### src/rtl/bram_read_arbiter_pkg.sv
// Shared encodings for the two-requester BRAM read arbiter:
// FSM states, requester ids and a small helper mapping an id to its grant state.
package bram_read_arbiter_pkg;

    typedef enum logic [1:0] {
        IDLE   = 2'd0,
        GRANT0 = 2'd1,
        GRANT1 = 2'd2
    } state_e;

    localparam logic REQ_ID0 = 1'b0;
    localparam logic REQ_ID1 = 1'b1;

    function automatic state_e grant_state(input logic id);
        return (id == REQ_ID1) ? GRANT1 : GRANT0;
    endfunction

endpackage

### src/rtl/bram_rd_tag_pipe.sv
// Return-path delay line: carries {valid, requester tag} alongside the BRAM
// read latency so returning data can be routed to whoever issued it.
module bram_rd_tag_pipe #(
    parameter int READ_LATENCY = 2,
    parameter int TAG_W        = 1
) (
    input  logic             clk_i,
    input  logic             rst_i,
    input  logic             vld_i,
    input  logic [TAG_W-1:0] tag_i,
    output logic             vld_o,
    output logic [TAG_W-1:0] tag_o,
    output logic             any_vld_o
);

    logic [READ_LATENCY-1:0]            vld_pipe_q;
    logic [READ_LATENCY-1:0][TAG_W-1:0] tag_pipe_q;

    always_ff @(posedge clk_i or posedge rst_i) begin
        if (rst_i) begin
            vld_pipe_q <= '0;
            tag_pipe_q <= '0;
        end else begin
            vld_pipe_q[0] <= vld_i;
            tag_pipe_q[0] <= tag_i;
            for (int i = 1; i < READ_LATENCY; i++) begin
                vld_pipe_q[i] <= vld_pipe_q[i-1];
                tag_pipe_q[i] <= tag_pipe_q[i-1];
            end
        end
    end

    assign vld_o     = vld_pipe_q[READ_LATENCY-1];
    assign tag_o     = tag_pipe_q[READ_LATENCY-1];
    assign any_vld_o = |vld_pipe_q;

endmodule

### src/rtl/bram_read_arbiter.sv
// Two-requester round-robin arbiter for a single BRAM read port with bounded
// bursts, zero-bubble hand-over and in-order tagged data return.
module bram_read_arbiter
    import bram_read_arbiter_pkg::*;
#(
    parameter int DATA_WIDTH   = 32,
    parameter int ADDR_WIDTH   = 12,
    parameter int READ_LATENCY = 2,
    parameter int MAX_BURST    = 16
) (
    input  logic                  S_AXIS_ACLK,
    input  logic                  S_AXIS_ARESET,
    input  logic                  req0,
    input  logic                  req1,
    input  logic [ADDR_WIDTH-1:0] addr0,
    input  logic [ADDR_WIDTH-1:0] addr1,
    output logic                  gnt0,
    output logic                  gnt1,
    output logic [DATA_WIDTH-1:0] rdata0,
    output logic [DATA_WIDTH-1:0] rdata1,
    output logic                  rvalid0,
    output logic                  rvalid1,
    output logic [ADDR_WIDTH-1:0] bram_addr,
    output logic                  bram_en,
    input  logic [DATA_WIDTH-1:0] bram_data,
    output logic                  busy
);

    localparam int CW = $clog2(MAX_BURST + 1);
    localparam logic [CW-1:0] CNT_LAST = CW'(MAX_BURST - 1);

    state_e          state_q, state_d;
    logic [CW-1:0]   cnt_q, cnt_d;
    logic            last_q, last_d;

    logic            beat;
    logic            cur_id;
    logic            own_req, oth_req, burst_done;
    logic            ret_vld, ret_tag, pipe_busy;

    always_ff @(posedge S_AXIS_ACLK or posedge S_AXIS_ARESET) begin
        if (S_AXIS_ARESET) begin
            state_q <= IDLE;
            cnt_q   <= '0;
            last_q  <= REQ_ID1;
        end else begin
            state_q <= state_d;
            cnt_q   <= cnt_d;
            last_q  <= last_d;
        end
    end

    always_comb begin
        state_d    = state_q;
        cnt_d      = cnt_q;
        last_d     = last_q;
        own_req    = (state_q == GRANT1) ? req1 : req0;
        oth_req    = (state_q == GRANT1) ? req0 : req1;
        burst_done = beat && (cnt_q == CNT_LAST);
        case (state_q)
            IDLE: begin
                if (req0 && (!req1 || last_q == REQ_ID1)) state_d = GRANT0;
                else if (req1)                            state_d = GRANT1;
            end
            GRANT0, GRANT1: begin
                if (!own_req || burst_done) begin
                    if (oth_req)      state_d = grant_state(~cur_id);
                    else if (!own_req) state_d = IDLE;
                end
            end
            default: state_d = IDLE;
        endcase
        // A full burst with no contender re-arms the same grant with a fresh count.
        if (state_d != state_q || burst_done) cnt_d = '0;
        else if (beat)                        cnt_d = cnt_q + CW'(1);
        if (state_d != state_q && state_d == GRANT0) last_d = REQ_ID0;
        if (state_d != state_q && state_d == GRANT1) last_d = REQ_ID1;
    end

    always_comb begin
        gnt0      = (state_q == GRANT0);
        gnt1      = (state_q == GRANT1);
        cur_id    = gnt1 ? REQ_ID1 : REQ_ID0;
        beat      = (gnt0 && req0) || (gnt1 && req1);
        bram_en   = beat;
        bram_addr = gnt0 ? addr0 : (gnt1 ? addr1 : '0);
        rvalid0   = ret_vld && (ret_tag == REQ_ID0);
        rvalid1   = ret_vld && (ret_tag == REQ_ID1);
        rdata0    = bram_data;
        rdata1    = bram_data;
        busy      = (state_q != IDLE) || pipe_busy;
    end

    bram_rd_tag_pipe #(
        .READ_LATENCY (READ_LATENCY),
        .TAG_W        (1)
    ) u_tag_pipe (
        .clk_i     (S_AXIS_ACLK),
        .rst_i     (S_AXIS_ARESET),
        .vld_i     (beat),
        .tag_i     (cur_id),
        .vld_o     (ret_vld),
        .tag_o     (ret_tag),
        .any_vld_o (pipe_busy)
    );

endmodule

### config.mk
export PLATFORM = sky130hd
export DESIGN_NAME = bram_read_arbiter
export DESIGN_NICKNAME = d
export VERILOG_FILES = /design/src/rtl/bram_read_arbiter_pkg.sv /design/src/rtl/bram_rd_tag_pipe.sv /design/src/rtl/bram_read_arbiter.sv
export SDC_FILE = /design/constraint.sdc
export NUM_CORES = 1
export LEC_CHECK = 0
export CAP_MARGIN = 20
export CELL_PAD_IN_SITES_DETAIL_PLACEMENT = 0
export CELL_PAD_IN_SITES_GLOBAL_PLACEMENT = 1
export CORE_MARGIN = 5
export CORE_UTILIZATION = 19
export DETAILED_ROUTE_END_ITERATION = 10
export GPL_TIMING_DRIVEN = 1
export MAX_ROUTING_LAYER = met4
export PLACE_DENSITY = 0.9
export SLEW_MARGIN = 10
export SYNTH_ARGS = -nofsm -noshare
export SYNTH_HDL_FRONTEND = slang
export SYNTH_SLANG_ARGS = --single-unit
### constraint.sdc
create_clock -name S_AXIS_ACLK -period 2.1 [get_ports S_AXIS_ACLK]
set_input_delay 0.42 -clock S_AXIS_ACLK [delete_from_list [all_inputs] [get_ports S_AXIS_ACLK]]
set_output_delay 0.42 -clock S_AXIS_ACLK [all_outputs]
set_load 0.005 [all_outputs]
==> impl_metrics.toml <==
[run_status]
run_status = "finished with violations"
violated_checks = "negative setup slack"

[final_layout]
num_antenna_cells = 0
finalCoreUtilization = 0.2566
post_route_cells_drive_above_1_share = 0.3568
most_common_cell_after_layout_fill_and_taps_aside = "sky130_fd_sc_hd__buf_4"
leading_cell_types_in_the_layout_fill_and_taps_excluded = "sky130_fd_sc_hd__buf_4 (38), sky130_fd_sc_hd__clkdlybuf4s50_1 (30), sky130_fd_sc_hd__a22o_1 (12)"
fin_nets = 281
area_growth_pct = 31.95

[clock_tree]
ctsHoldBuffers = 0
h-tree-depth = 1
max-clock-path-buffers = 2
cts.root.buffer_cell = "sky130_fd_sc_hd__clkbuf_8"
worst_skew_pair.late_latency_ns = 0.24
cts_bufs_inserted = 3
cts_tree = "built"
numClockSinks = 12
clkTransAtPathRegs_ns = 0.06

[floorplanning]
chipHeight_um = 101.7
count_of_standard_cell_rows = 33
die_width_um = 101.7
initial_utilization = 0.1945
ioPinCount = 142
full_die_area_sq_um = 10340
floorplan_core_area_sq_um = 8217

[synth]
synth-edff-count = 0
synth-compound-area-share = 0.2404
synth_async_sr_flop_share = 1.000
predominant_post_synthesis_flop_cell = "sky130_fd_sc_hd__dfrtp_1"
synth-simple-area-share = 0.1253
synth_cell_area_sq_um = 1598
synth_nets = 262
synthCells = 195
yosys-top-cells-area = "sky130_fd_sc_hd__buf_4 (31%), sky130_fd_sc_hd__dfrtp_1 (17%), sky130_fd_sc_hd__a22o_1 (6.6%)"
synth_top_cell_by_area = "sky130_fd_sc_hd__buf_4"
post_synth_mux_area_share = 0.02193
yosysTopAreaCellShare = 0.3148
synth_cell_types = 48
synth-warning-count = 0
synth-adder-area-share = 0.06186
yosys.area_share.xor_xnor = 0
synthesis.area_per_instance_sq_um = 8.194
share_of_the_yosys_chip_area_belonging_to_registers = 0.1887
main_combinational_cell_family_by_area_after_synthesis = "buffers and inverters"
flip_flop_and_latch_count_after_synthesis = 12

[detailed_routing]
top_layer = "met4"
route.detailed.vias_per_inst = 4.340
totalWireLength_um = 4079
detail_route.first_pass.iterations = 4
met1_length_um = 1668
drt_iter0_drc = 41
drcViolationCount = 0
avgRoutedWirePerCell_um = 12.83
num_vias = 1380
total_length_of_routed_met3_wires_um = 465
ant_nets = 0
routed_length_on_met2_um = 1888

[setup_path]
crit_type = "reg2reg"
crit_fanout = 5
max_stage_delay_ns = 0.43
cpMaxStageDelayCell = "sky130_fd_sc_hd__dfrtp_2"
critPathCaptureType = "flip-flop"
r2r_start = "state_q[0]"
timing.critical_path.from = "state_q[0]"
worstPathRequired_ns = 2.28
timing.critical_path.cells = "inv_2, buf_6, ha_4, mux2_4, a222oi_1, buf_4, o311ai_2, a31o_1, o21a_1"
critical_path_arrival_ns = 2.31
crit_path_start_kind = "flip-flop"

[sta]
fin_worst_skew_ns = 0.008061
max_slew_margin = 0.6796
max_clock_freq_mhz = 469.7
setup_ws_final_ns = -0.02888
layout_min_cycle_time_ns = 2.129
max_slew.worst_pin.slew_ns = 0.4801
final_min_period_over_clock_period = 1.014
setup_viol_count_final = 2
maxSlewViolCount = 0
grt_setup_unrepaired = "yes"
timing.final.hold_violations = 0

[global_route]
vias_in_the_first_global_route = 1445
global_routing_usage_summed_across_all_routing_layers = 0.07903
initial_antenna_violation_count = 0
wire_length_of_the_first_global_routing_pass_um = 6423
grt_max_degree = 13
grt_overflow_total = 0

[power_and_ir_drop]
power-per-cell-area_nw_per_um2 = 1139
switching_power_uw = 971.5
cellLeakagePower_nw = 0.9068
sw_frac_of_total = 0.4047
power_frac_seq = 0.149
clockPowerShare = 0.106
power_report.internal_total_mw = 1.429
vdd.ir_drop.worst_uv = 588.4
power.combinational.fraction = 0.746

[placement]
dpl_worst_slack_ns = -0.1603
dp_hpwl_um = 3110
numPortBuffers = 45
gp_congestion = 0.9494

[min_path]
launch_instance_of_the_worst_min_delay_path = "u_tag_pipe.tag_pipe_q[0]"
holdCritPathClass = "reg2reg"

[flow_run]
max_cap_viol_count = 0
==> logic make-up (layout without fill, tap and decap cells) <==
| logic type | after synthesis | count (layout) |
|---|---|---|
| compound gates | 49 | 49 |
| fa+ha+maj | 8 | 8 |
| buf+inv | 84 | 102 |
| flops | 12 | 12 |
| mux | 3 | 3 |
| simple gates | 39 | 39 |
==> critical path, delay by kind of cell (launching register included) <==
family          cells  cell delay, ns
mux                 1            0.31
buf+inv             3            0.42
compound gates      4            0.74
fa+ha+maj           1            0.16
flops               1            0.43
==> through the flow <==
step           instance area, sq um  TNS [ns]  std cells  hold WS, ns  power [mW]
6_report                       2108  -0.03008        318       0.3454       2.400
3_3_place_gp                   1891   -0.8471        305       0.3325       1.881
3_5_place_dp                   1891    -1.380        305       0.3362       1.889
5_1_grt                        2108   -0.5738        318       0.3523       2.583
4_1_cts                        2043  -0.02793        316       0.3478       2.280
2_1_floorplan                  1598         0        195       0.2840       1.238
==> power by group through the flow <==
stage                     clock network [mW]  registers [mW]  logic (mW)
after detailed placement                   0           0.357        1.53
after global routing                   0.270           0.364        1.95
final                                  0.254           0.357        1.79
after floorplan                            0           0.366       0.871
after global placement                     0           0.356        1.53
after CTS                              0.258           0.354        1.67
==> cell usage after synthesis, drive strengths merged (2+ instances only) <==
cell,instances
buf,71
a22o,12
dfrtp,11
inv,11
nand2,8
a21oi,7
ha,7
nor2,6
nor3,6
o21ai,6
nand3,4
and3,3
nand2b,3
nor2b,3
a211oi,2
a22oi,2
a31o,2
a31oi,2
clkbuf,2
mux2i,2
o211ai,2
==> final timing paths <==
kind                               endpoint  slack [ns]  cells past startpoint
max                                  last_q       -0.03                      9
min                        u_tag_pipe.tag_o        0.35                      0
max reg2reg                          last_q       -0.03                      9
min reg2reg                u_tag_pipe.tag_o        0.35                      0
max in group asynchronous        state_q[0]        1.26                      2
min in group asynchronous        state_q[1]        0.49                      2
==> per-layer routing <==
layer / vias up / track usage
li1: 661 / -
met4: 0 / 0.01636
met3: 12 / 0.02893
met5: - / -
met1: 623 / 0.09151
met2: 84 / 0.1313
==> state kept, by name (all words and copies together), names as in the netlist <==
| name | cells |
|---|---|
| cnt_q | 5 |
| last_q | 1 |
| state_q | 2 |
| u_tag_pipe.tag_o | 1 |
| u_tag_pipe.tag_pipe_q | 1 |
| u_tag_pipe.vld_pipe_q | 2 |
==> repair_timing <==
| action | CTS | global route |
|---|---|---|
| gates resized for setup | 52 | 15 |
| setup endpoints to repair | 22 | 19 |
| pin swaps | 2 | 3 |
| buffers inserted | 6 | 2 |
| gates cloned | 1 | 0 |
==> cell type report <==
type / instances / area [sq um]
tap: 105 / 131.4
sequential: 12 / 302.8
timing repair buffer: 87 / 749.5
multi-input combinational: 99 / 825.8
inverter: 11 / 43.79
clock buffer: 4 / 55.05
fill: 863 / 6108
No activity file was read; power rests on OpenSTA's default activity.
